$ cat config.mk
export PLATFORM = sky130hd
export DESIGN_NAME = pipe_hazard_ctrl
export DESIGN_NICKNAME = d
export VERILOG_FILES = /design/src/rtl/pipe_hazard_ctrl.sv
export SDC_FILE = /design/constraint.sdc
export NUM_CORES = 1
export LEC_CHECK = 0
export CAP_MARGIN = 20
export CORE_MARGIN = 2
export CORE_UTILIZATION = 54
export CTS_CLUSTER_SIZE = 20
export DETAILED_ROUTE_END_ITERATION = 6
export GPL_TIMING_DRIVEN = 0
export MAX_ROUTING_LAYER = met4
export PLACE_DENSITY = 0.85
export SLEW_MARGIN = 15
export SYNTH_ARGS = -nofsm -noshare
export SYNTH_HDL_FRONTEND = slang
export SYNTH_SLANG_ARGS = --single-unit
export TNS_END_PERCENT = 1
$ cat constraint.sdc
create_clock -name clk -period 3.6 [get_ports clk]
set_input_delay 0.54 -clock clk [delete_from_list [all_inputs] [get_ports clk]]
set_output_delay 0.54 -clock clk [all_outputs]
set_load 0.05 [all_outputs]
$ cat src/rtl/pipe_hazard_ctrl.sv
// Stall/flush sequencer for the IF/ID/EX/MEM/WB pipeline: load-use, memory wait, timeout, redirect.
// Optional performance counters are compiled in when PIPE_PERF_CNT_EN is defined.
module pipe_hazard_ctrl #(
  parameter int RegAddrWidth = 5,
  parameter int MEM_TIMEOUT  = 255,
  parameter int TO_W         = 16
) (
  input  logic                    clk,
  input  logic                    nrst,
  input  logic                    id_valid,
  input  logic [RegAddrWidth-1:0] id_rs1_addr,
  input  logic [RegAddrWidth-1:0] id_rs2_addr,
  input  logic                    id_uses_rs1,
  input  logic                    id_uses_rs2,
  input  logic                    ex_valid,
  input  logic                    ex_is_load,
  input  logic [RegAddrWidth-1:0] ex_rd_addr,
  input  logic                    ex_redirect,
  input  logic                    mem_req,
  input  logic                    mem_ack,
  output logic                    stall_if,
  output logic                    stall_id,
  output logic                    stall_ex,
  output logic                    stall_mem,
  output logic                    flush_id,
  output logic                    flush_ex,
  output logic                    bubble_wb,
  output logic                    redirect_take,
  output logic                    mem_timeout
`ifdef PIPE_PERF_CNT_EN
  ,
  output logic [31:0]             perf_stall_cycles,
  output logic [31:0]             perf_flush_count
`endif
);

  localparam logic [1:0] ST_RUN      = 2'd0;
  localparam logic [1:0] ST_MEM_WAIT = 2'd1;
  localparam logic [1:0] ST_TIMEOUT  = 2'd2;

  localparam logic [TO_W-1:0] CNT_MAX     = '1;
  localparam logic [TO_W-1:0] CNT_ONE     = TO_W'(1);
  localparam logic [TO_W-1:0] TIMEOUT_VAL = TO_W'(MEM_TIMEOUT);

  logic [1:0]      state, state_nxt;
  logic [TO_W-1:0] counter, counter_nxt;
  logic            redirect_pending, redirect_pending_nxt;
  logic            timeout_nxt;
  logic            load_use;

  logic s_if, s_id, s_ex, s_mem, f_id, f_ex, b_wb, r_take;

  // x0 is hardwired zero, so a load targeting it can never create a dependency.
  assign load_use = ex_valid & ex_is_load & (ex_rd_addr != '0) & id_valid &
                    ((id_uses_rs1 & (id_rs1_addr == ex_rd_addr)) |
                     (id_uses_rs2 & (id_rs2_addr == ex_rd_addr)));

  always_comb begin
    // NOTE: every signal gets a default before the case so no path leaves one unassigned (no latches).
    state_nxt            = state;
    counter_nxt          = counter;
    redirect_pending_nxt = redirect_pending;
    timeout_nxt          = mem_timeout;
    s_if   = 1'b0;
    s_id   = 1'b0;
    s_ex   = 1'b0;
    s_mem  = 1'b0;
    f_id   = 1'b0;
    f_ex   = 1'b0;
    b_wb   = 1'b0;
    r_take = 1'b0;

    case (state)
      ST_RUN: begin
        if (mem_req && !mem_ack) begin
          {s_if, s_id, s_ex, s_mem, b_wb} = 5'b11111;
          state_nxt            = ST_MEM_WAIT;
          counter_nxt          = CNT_ONE;
          redirect_pending_nxt = ex_redirect;
        end else if (ex_redirect && ex_valid) begin
          // Redirect beats load-use: the dependent instruction is squashed anyway.
          {r_take, f_id, f_ex} = 3'b111;
        end else if (load_use) begin
          {s_if, s_id, f_ex} = 3'b111;
        end
      end

      ST_MEM_WAIT, ST_TIMEOUT: begin
        if (!mem_ack) begin
          {s_if, s_id, s_ex, s_mem, b_wb} = 5'b11111;
          redirect_pending_nxt = redirect_pending | ex_redirect;
          if (state == ST_MEM_WAIT) begin
            if (counter != CNT_MAX) counter_nxt = counter + CNT_ONE;
            if (counter == TIMEOUT_VAL) begin
              state_nxt   = ST_TIMEOUT;
              timeout_nxt = 1'b1;
            end
          end
        end else begin
          // A redirect seen during the freeze is replayed exactly once, in the ack cycle.
          state_nxt            = ST_RUN;
          counter_nxt          = '0;
          redirect_pending_nxt = 1'b0;
          if (redirect_pending || ex_redirect) begin
            {r_take, f_id, f_ex} = 3'b111;
          end else if (load_use) begin
            {s_if, s_id, f_ex} = 3'b111;
          end
        end
      end

      default: state_nxt = ST_RUN;
    endcase
  end

  always_ff @(posedge clk or negedge nrst) begin
    if (!nrst) begin
      state            <= ST_RUN;
      counter          <= '0;
      redirect_pending <= 1'b0;
      mem_timeout      <= 1'b0;
    end else begin
      // NOTE: sequential state uses non-blocking assignments so all registers update together.
      state            <= state_nxt;
      counter          <= counter_nxt;
      redirect_pending <= redirect_pending_nxt;
      mem_timeout      <= timeout_nxt;
    end
  end

  // Outputs are forced low while reset is held, independent of the inputs.
  assign stall_if      = nrst & s_if;
  assign stall_id      = nrst & s_id;
  assign stall_ex      = nrst & s_ex;
  assign stall_mem     = nrst & s_mem;
  assign flush_id      = nrst & f_id;
  assign flush_ex      = nrst & f_ex;
  assign bubble_wb     = nrst & b_wb;
  assign redirect_take = nrst & r_take;

`ifdef PIPE_PERF_CNT_EN
  always_ff @(posedge clk or negedge nrst) begin
    if (!nrst) begin
      perf_stall_cycles <= '0;
      perf_flush_count  <= '0;
    end else begin
      if (stall_if)      perf_stall_cycles <= perf_stall_cycles + 32'd1;
      if (redirect_take) perf_flush_count  <= perf_flush_count + 32'd1;
    end
  end
`endif

endmodule

# Word level (Yosys, flattened, before mapping)
# Index checks and enable logic that the tools add are counted.
# W data, S select, Z words.
# totals
inputBits	25
reg_bits	20
out_inout_bits	9
wordCells	72
# op_classes
bitwise_logic	13
addsub	1
muxes	32
reduce_logical	12
eq_ne	10
# op_table
operator	n
$mux W16	4
$pmux W16 S2	1
$mux W1	17
$add A16 B1 Y16 const B	1
$eq A16 B8 Y1 const B	1
$ne A16 B16 Y1 const B	1
$and A1 B1 Y1	10
$eq A5 B5 Y1	2
$pmux W1 S2	5
$ne A3 B3 Y1 const B	3
$mux W2	4
$reduce_and A4 Y1	2
$reduce_bool A5 Y1	1
$pmux W2 S2	1
$reduce_and A3 Y1	1
$eq A2 B1 Y1 const B	1
$eq A2 B2 Y1 const B	1
$logic_and A1 B1 Y1	2
$logic_not A2 Y1	1
$ne A2 B2 Y1 const B	1
$or A1 B1 Y1	2
$reduce_and A2 Y1	1
$reduce_bool A2 Y1	1
$reduce_or A2 Y1	1
3 further kinds	3

# Depth between registers and ports, before layout
# Gate-level depths: netlist of the first run.
# logic_depth
word_depth	9
depth_mapped	10
mapped_depth_nobuf	7

# Worst setup path after synthesis of the first run
# Ideal clock, no wire load.
# synth_timing
kind	reg2out
startpoint	register state[0]
endpoint	output stall_if
stages_incl_launch_ff	8
arrival_ns	3.105
slack_ns	-0.045
required_ns	3.060
n_path_buf	2
cell_sequence	dfrtp_1 inv_1 ha_1 buf_2 a21oi_1 nor3b_1 o21bai_1 buf_4
# synth_between
elab_chain_len	4
elab_cells_between_ends	6
classes_between	2 x eq/ne; 1 x mux; 1 x bitwise; 2 x reduce/logical
# synth_rtl
item	line	text
from (decl)	45	logic [1:0] state, state_nxt;
from (signal assigned)	124	state <= state_nxt;
$eq A2 B1 Y1 / $eq A2 B2 Y1 (equally long branches)	-	
$reduce_or A2 Y1	-	
$pmux W1 S2 (*)	-	
$and A1 B1 Y1 (*)	-	
to (decl)	21	output logic stall_if,
# Mark *: on every way between the ends. The rest lies on a longest branch, timed or not.

# Final worst setup path of the first run
# layout_timing
startpoint	input ex_rd_addr[4]
endpoint	output flush_ex
# layout_between
elab_chain_len	9
elab_cells_between_ends	16
classes_between	2 x eq/ne; 6 x mux; 7 x bitwise; 1 x reduce/logical
# layout_rtl
item	line	text
from (decl)	17	input logic [RegAddrWidth-1:0] ex_rd_addr,
$eq A5 B5 Y1, or another cell as far along	55	((id_uses_rs1 & (id_rs1_addr == ex_rd_addr)) |
$and A1 B1 Y1, on equally long branches	55, 54, 56	
$or A1 B1 Y1 / $and A1 B1 Y1 (equally long branches)	55, 54	
$and A1 B1 Y1 (*)	54	assign load_use = ex_valid & ex_is_load & (ex_rd_addr != '0) & id_valid &
$mux W1 (*)	83, 106	
$mux W1, on equally long branches	104, 80	
$mux W1, on equally long branches	89, 75	
$pmux W1 S2 (*)	73	case (state)
$and A1 B1 Y1 (*)	137	assign flush_ex = nrst & f_ex;
to (decl)	26	output logic flush_ex,
# Marks and branches as above.

==> results of run 1 <==
## power breakdown
group	internal [uW]	switching, uW
clock network	113	74.0
registers	247	21.7
logic	181	266
## path summary, 6_finish.rpt
check	from	to	slack [ps]	cells past startpoint
setup / recovery	ex_rd_addr[4]	flush_ex	160	7
hold / removal	nrst	mem_timeout$_DFFE_PN0P_	280	1
setup reg to reg	state[1]$_DFFE_PN0P_	counter[5]$_DFFE_PN0P_	1210	9
hold reg to reg	mem_timeout$_DFFE_PN0P_	mem_timeout$_DFFE_PN0P_	500	1
max in group asynchronous	nrst	state[1]$_DFFE_PN0P_	2960	1
min in group clk	mem_timeout$_DFFE_PN0P_	mem_timeout$_DFFE_PN0P_	500	1
## cell usage after synthesis, types with 4 or more instances
| library cell | instances |
|---|---|
| nor2_1 | 23 |
| o21ai_0 | 21 |
| dfrtp_1 | 20 |
| a21oi_1 | 14 |
| nand2_1 | 11 |
| nand3_1 | 11 |
| xor2_1 | 9 |
| buf_4 | 5 |
| nand4_1 | 5 |
| a31oi_1 | 4 |
| ha_1 | 4 |
| inv_1 | 4 |
| nor3_1 | 4 |
| nor4_1 | 4 |
## sequential cells by signal, indices dropped and copies added (netlist names)
signal	flops
counter	16
state	2
mem_timeout	1
redirect_pending	1
## per-layer routing
metal  share of wire, %  wire length, microns  track usage, %
met1                 44                  1730            34.7
met4                1.1                    44            8.97
met2                 48                  1850            40.9
met5                  0                     0               -
met3                6.9                   269            4.76
## stage by stage
step | total power (uW) | util [%] | setup WS, ps | instances | cell area [sq um]
after CTS | 903 | 71.7 | 50.5 | 252 | 1940
after global routing | 960 | 71.9 | 31.1 | 252 | 1950
final | 903 | 71.9 | 165 | 252 | 1950
after floorplan | 587 | - | 442 | 184 | 1520
after detailed placement | 717 | 69.8 | -375 | 248 | 1890
after global placement | 699 | 69.8 | -366 | 248 | 1890
## logic make-up after synthesis
group,count (synthesis)
AND/OR/NAND/NOR,78
flip-flops,20
multiplexers,1
XOR/XNOR,11
adder cells (fa/ha/maj),4
AO/OA/AOI/OAI,57
buffers and inverters,13
## cell type report
class / instances / share of cell area [%]
multi-input combinational: 151 / 47.7
clock inverter: 1 / 1.54
tap: 31 / 1.99
inverter: 4 / 0.770
clock buffer: 3 / 1.16
sequential: 20 / 25.7
buffer: 9 / 3.92
timing repair buffer: 33 / 17.3
## what timing repair did
action / CTS / global route
hold buffers: 0 / 0
setup endpoints to repair: 8 / 2
resized for setup: 3 / 2
pin swaps: 0 / 0
==> metrics.yaml, run 1 <==
leakage_uw: 0.000797
cts-buffers-inserted: 3
synth-xor-area-share_pct: 6.35
cts.sink_count: 20
portBuffers: 33
synthMuxAreaShare_pct: 0.743
cp_num_buf_inv: 2
ir_drop_v: 0.000457
skew_ps: 4.82
synth_edf_count: 0
layout_commonest_cell: "clkdlybuf4s50_1"
multi_input_area_sq_um: 930
synth-warning-count: 0
clk_latency_ps: 310
cts_tree: "built"
cts_buffer_depth: 2
wirelength_microns: 3900
hpwl_microns: 3030
io_pins: 34
rows: 19
start_kind: "input pin"
seq_area_sq_um: 500
drive_gt1_share_pct: 10.9
syn_area_sq_um: 1520
crit_required_ps: 3060
dr.pass1.iters: 4
wire_per_inst_microns: 15.5
cp_cell_sequence: "clkdlybuf4s50_1 > xor2_1 > nor4_1 > nand3_1 > a211o_1 > o21bai_1 > clkdlybuf4s50_1"
setup_tns_ps: 0
power.density_nw_per_um2: 463
min_path_type: "input pin to asynchronous set/reset pin"
die_w_microns: 57.0
synth_ff_type: "dfrtp_1"
worstSetupEndpointType: "output port"
outcome: "completed"
synth_top_area_cell: "dfrtp_1"
arrival_ps: 2900
ys_async_sr_fraction_pct: 100
drt_iter0_drc: 71
drc: 0
worstPathMaxFanout: 3
holdWs_ps: 284
antenna_found_initial: 0
fin_crit_sh_pct: 95.4
syn_avg_cell_area_sq_um: 8.24
cap_violations: 0
grt_pass1_wl_microns: 6640
num_vias: 1544
cts.clk_slew.worst_paths_ps: 120
syn_inst: 184
nets: 251
crit_slowest_cell: "clkdlybuf4s50_1"
relSlewSlack_pct: 48.7
rsz0062_at_grt: "false"
grt_max_degree: 22
setup_viol: 0
grt_overflow: 0
ant_nets: 0
die_height_microns: 57.0
yosysTopAreaCellShare_pct: 33.0
final_cell_mix: "30 x clkdlybuf4s50_1, 23 x nor2_1, 21 x o21ai_0"
area_growth_pct: 28.5
synth.net_count: 213
slew_violations: 0
crit_top_cell: "clkdlybuf4s50_1"
grt_use_total_pct: 26.3
fin_crit_ps: 3440
gp_congestion: 0.948
avgViaCountPerCell: 6.13
crit_path_max_incr_delay_ps: 820
crit_type: "input pin to output port"
synth_compound_area_share_pct: 23.7
cpLargestDelayFamily: "buffers and inverters"
die_area_sq_um: 3250
cts_setup_buffers: 0
ys_ff_latch: 20
final-hold-violation-count: 0
ys_types: 46
synth.top_cells.by_area: "dfrtp_1 33%, o21ai_0 6.9%, nor2_1 5.7%"
synth_adder_area_share_pct: 3.30
final.fill_count: 216
synth_seq_area_share_pct: 33.0
root_buffer: "clkbuf_4"
synthSimpleGateAreaFrac_pct: 26.9
synth_top_family_by_area: "simple AND/OR/NAND/NOR gates"
core_area_sq_um: 2710
initial_core_util_pct: 56.0
tightest_slew_ps: 770
grt_pass1_vias: 1500
htree_levels: 1
n_antenna_cell: 0
fmax_ghz: 0.291
Power figures use the tool's default switching activity.
==> run 2, diff against run 1 <==
Settings changed: CORE_UTILIZATION 54 to 56, CTS_BUF_LIST set to sky130_fd_sc_hd__clkbuf_2, CTS_CLUSTER_DIAMETER set to 50, PLACE_DENSITY 0.85 to 0.88.
==> metrics.yaml, run 2 (synthesized netlist as in run 1, its figures left out) <==
crit_required_ps: 3060  # about the same
intPower_uw: 452  # -16%
skew_ps: 1.23  # -3.59 ps
cts_buffer_depth: 2  # unchanged
grt_pass1_vias: 1537  # +2.5%
largest_reg_flops: 16  # unchanged
crit_type: "input pin to output port"
dr.pass1.iters: 4  # unchanged
cts-buffers-inserted: 3  # unchanged
hpwl_microns: 2940  # -2.8%
leakage_uw: 0.000765  # -4.0%
cts_setup_buffers: 0  # unchanged
dpl-instance-area_sq_um: 1890  # about the same
tightest_slew_ps: 661  # -108 ps
multi_input_area_sq_um: 930  # unchanged
grt_use_total_pct: 26.9  # +0.65 points
worstSetupEndpointType: "output port"
nets: 251  # unchanged
p_seq_share_pct: 33.7  # +3.9 points
postCtsHoldBufs: 0  # unchanged
cap_violations: 0  # unchanged
p_clk_share_pct: 11.0  # -9.7 points
slew_violations: 0  # unchanged
regMostFlops: "counter"
fmax_ghz: 0.288  # -0.96%
final_cell_mix: "31 x clkdlybuf4s50_1, 23 x nor2_1, 21 x o21ai_0"
grt_overflow: 0  # unchanged
largestRegisters: "counter: 16 flops, state: 2 flops"
relSlewSlack_pct: 55.9  # +7.2 points
seq_area_sq_um: 500  # unchanged
die_height_microns: 56.0  # -1.7%
wire_per_inst_microns: 15.2  # -1.7%
outcome: "completed"
drt_iter0_drc: 58  # -18%
die_area_sq_um: 3140  # -3.3%
grt_pass1_wl_microns: 6580  # -0.93%
ant_nets: 0  # unchanged
arrival_ps: 2930  # +30 ps
core_area_sq_um: 2520  # -6.9%
sw_frac_of_total_pct: 43.5  # +3.4 points
clk_latency_ps: 310  # about the same
gp_congestion: 0.917  # -3.2%
portBuffers: 33  # unchanged
setup_viol: 0  # unchanged
final.fill_count: 201  # -6.9%
root_buffer: "clkbuf_2"
ir_drop_v: 0.000443  # -3.0%
antenna_found_initial: 0  # unchanged
power_switching_uw: 348  # -3.7%
layout_commonest_cell: "clkdlybuf4s50_1"
min_path_type: "input pin to asynchronous set/reset pin"
avgViaCountPerCell: 6.18  # +0.93%
power.density_nw_per_um2: 419  # -9.5%
drive_gt1_share_pct: 10.5  # -0.41 points
cts_tree: "built"
rows: 18  # -1
die_w_microns: 56.0  # -1.7%
stdcell_area_sq_um: 1910  # -2.1%
pwr-share-comb_pct: 55.3  # +5.8 points
fin_crit_ps: 3470  # +33.2 ps
num_vias: 1546  # +0.13%
fin_crit_sh_pct: 96.3  # +0.92 points
grt_max_degree: 22  # unchanged
worstPathMaxFanout: 3  # unchanged
htree_levels: 1  # unchanged
start_kind: "input pin"
dp_cells: 247  # -0.40%
fin_cells: 250  # -0.79%
rsz0062_at_grt: "false"
area_growth_pct: 25.8
io_pins: 34  # unchanged
drc: 0  # unchanged
final-hold-violation-count: 0  # unchanged
wirelength_microns: 3800  # -2.5%
cts.sink_count: 20  # unchanged
initial_core_util_pct: 60.1  # +4.2 points
cts.clk_slew.worst_paths_ps: 170  # +50 ps
n_antenna_cell: 0  # unchanged
-- run 2: cell types whose count changed in the layout (fill, tap and decap cells not counted) --
cell             previous run  this run
bufinv_16                   1         0
clkbuf_2                    0         3
clkbuf_4                    3         0
clkdlybuf4s50_1            30        31
dlymetal6s2s_1              2         1
-- run 2: power by group through the flow --
stage	Combinational [uW]	Clock (uW)	Sequential (uW)
6_report	443	87.6	270
5_1_grt	487	101	272
4_1_cts	441	93.4	269
3_5_place_dp	440	0	274
3_3_place_gp	428	0	272
2_1_floorplan	319	0	268
-- run 2: through the flow --
step                power [uW]  setup slack (ps)  util, %  setup TNS, ps  hold WS [ps]
floorplan                  587               442        -              0           244
global route               861              1.58     75.6              0           268
detailed placement         714              -375     74.9          -1910           472
CTS                        804              47.0     75.5              0           255
global placement           700              -344     74.9          -1580           462
finish                     800               132     75.6              0           251
-- run 2: path summary, 6_finish.rpt --
kind                       slack (ps)                    start                      end  depth (start not counted)
setup / recovery                  130            ex_rd_addr[4]                 flush_ex                          7
hold / removal                    250                     nrst   counter[9]$_DFFE_PN0P_                          1
max in group asynchronous        3020                     nrst   counter[0]$_DFFE_PN0P_                          1
hold reg to reg                   510  mem_timeout$_DFFE_PN0P_  mem_timeout$_DFFE_PN0P_                          1
setup reg to reg                 1280     state[0]$_DFFE_PN0P_  counter[11]$_DFFE_PN0P_                          9
min in group clk                  510  mem_timeout$_DFFE_PN0P_  mem_timeout$_DFFE_PN0P_                          1
-- run 2: cell type report --
| cell class | count | share of cell area, % |
|---|---|---|
| Tap cell | 30 | 1.97 |
| Multi-Input combinational cell | 151 | 48.7 |
| Buffer | 9 | 4.00 |
| Timing Repair Buffer | 33 | 17.5 |
| Inverter | 4 | 0.787 |
| Sequential cell | 20 | 26.2 |
| Clock buffer | 3 | 0.787 |
-- run 2: timing repair --
item	CTS	global route
gates cloned	0	0
endpoints found under the setup margin	8	1
gates resized for setup	3	1
-- run 2: routing by layer --
metal  GRT usage (%)  wire, microns  up-vias
met2            45.2           1950       65
met4            15.3            116        0
li1                -              -      750
met5               -              0        -
met1            30.0           1530      714
met3            4.65            199       17
-- run 2: worst max-delay path, stage by stage --
cell and delay (ps):
clkdlybuf4s50_1 470, xor2_1 180, nor4_1 290, nand3_1 120
a211o_1 320, o21bai_1 170, clkdlybuf4s50_1 840
==> run 3, diff against run 2 <==
Settings changed: TNS_END_PERCENT 1 to unset.
==> results of run 3 <==
No change in the layout: final DEF, timing and power equal those of run 2.
==> RTL change: new RTL, config.mk and constraints of run 1 <==
Register the output `redirect_take`, with the module's reset; this adds one clock of latency there. The other outputs are not delayed to match.
--- a/src/rtl/pipe_hazard_ctrl.sv
+++ b/src/rtl/pipe_hazard_ctrl.sv
@@ -138,3 +138,9 @@
   assign bubble_wb     = nrst & b_wb;
-  assign redirect_take = nrst & r_take;
+  always_ff @(posedge clk or negedge nrst) begin
+    if (!nrst) begin
+      redirect_take <= '0;
+    end else begin
+      redirect_take <= nrst & r_take;
+    end
+  end
 
Check against the original RTL: not equivalent (Yosys sat finds a counterexample within 4 cycles, from zero or initial values and one cycle with nrst low).
==> RTL change against run 1 <==
  * First-iteration DRC count up 18%
  * Largest cell class unchanged
  * Routed wire length down 0.23%
  * Setup slack improved by 0.088 ns
  * Sequential share of layout area grew 1.7 points
  * Register-to-register slack worse by 0.02 ns
  * Largest power group unchanged
  * Combinational power is 2% lower
  * Critical path type is now register to primary output
  * Total power down 7.0%
  * Final area decreased by 1.3%
  * Sequential cell count grew 1
  * Non-clock buffer count up 1
  * Synthesized cell count is 5.4% lower
  * Hold slack lost 0.098 ns
  * Area after synthesis up 1.2%
==> RTL change: results (changes against run 1) <==
* Status: completed (unchanged)
* Reg2Reg Setup Slack at 1.19 ns (was 1.21 ns)
* Worst path max stage delay at 0.79 ns (was 0.82 ns)
* Filler cells at 212 (was 216)
* Clock Buffer Count at 4 (was 3)
* Placed Area at 1899 um^2 (was 1891 um^2)
* Leak at 0.7839 nW (was 0.7966 nW)
* Sequential area share after synthesis at 0.3423 (was 0.3300)
* Port bufs at 32 (was 33)
* XOR/XNOR Fraction of Synth Area at 0.07416 (was 0.06353)
* CP Data Arrival Time at 2.81 ns (was 2.90 ns)
* Internal Power at 476.9 uW (was 541.3 uW)
* Largest net degree at the start of global routing at 23 (was 22)
* Met2 routed WL at 1886 um (was 1852 um)
* Comb_multi_in at 136 (was 151)
* Share of layout cells above drive strength 1 at 0.1095 (was 0.1086)
* Multi-input gate area at 914.6 um^2 (was 929.6 um^2)
* DP Worst Slack at -0.2767 ns (was -0.3753 ns)
* Placer Congestion at 0.8568 (was 0.9480)
* Mux contribution to synthesized area at 0.01385 (was 0.007426)
* Crit Path Max Fanout at 8 (was 3)
* Signal buffers at 43 (was 42)
* Power per cell area at 436.6 nW/um^2 (was 463.0 nW/um^2)
* Tot Pwr at 839.7 uW (was 902.5 uW)
* Met2 usage in global routing at 0.4171 (was 0.4089)
* Clock skew at 0.001702 ns (was 0.004818 ns)
* Worst vdd ir at 0.3471 mV (was 0.4572 mV)
* DP HPWL at 2977 um (was 3026 um)
* Non-clock buffer share at 0.2056 (was 0.2118)
* Synth Area in Compound Gates at 0.2298 (was 0.2368)
* First-pass GRT wire length at 6541 um (was 6637 um)
[RTL change: worst max-delay path, delay by kind of cell, from the launching register on]
family	cells	cell delay (ns)
DFF	1	0.43
buffers and inverters	4	1.30
AOI/OAI and AO/OA	2	0.32
and+or+nand+nor	1	0.29
adders and majority gates	1	0.15
[RTL change: worst paths after layout]
| path | from | endpoint | cells past startpoint |
|---|---|---|---|
| min reg2reg | mem_timeout | mem_timeout | 1 |
| max reg2reg | state[1] | counter[5] | 9 |
| max in group asynchronous | nrst | mem_timeout | 1 |
| min in group clk | mem_timeout | mem_timeout | 1 |
| min | nrst | counter[12] | 1 |
| max | state[1] | stall_if | 8 |
[RTL change: metrics by stage]
stage	hold slack [ns]	TNS (ns)
3_5_place_dp	0.4844	-0.9857
4_1_cts	0.4740	0
5_1_grt	0.2212	0
6_report	0.1864	0
2_1_floorplan	0.2444	0
3_3_place_gp	0.4694	-0.7737
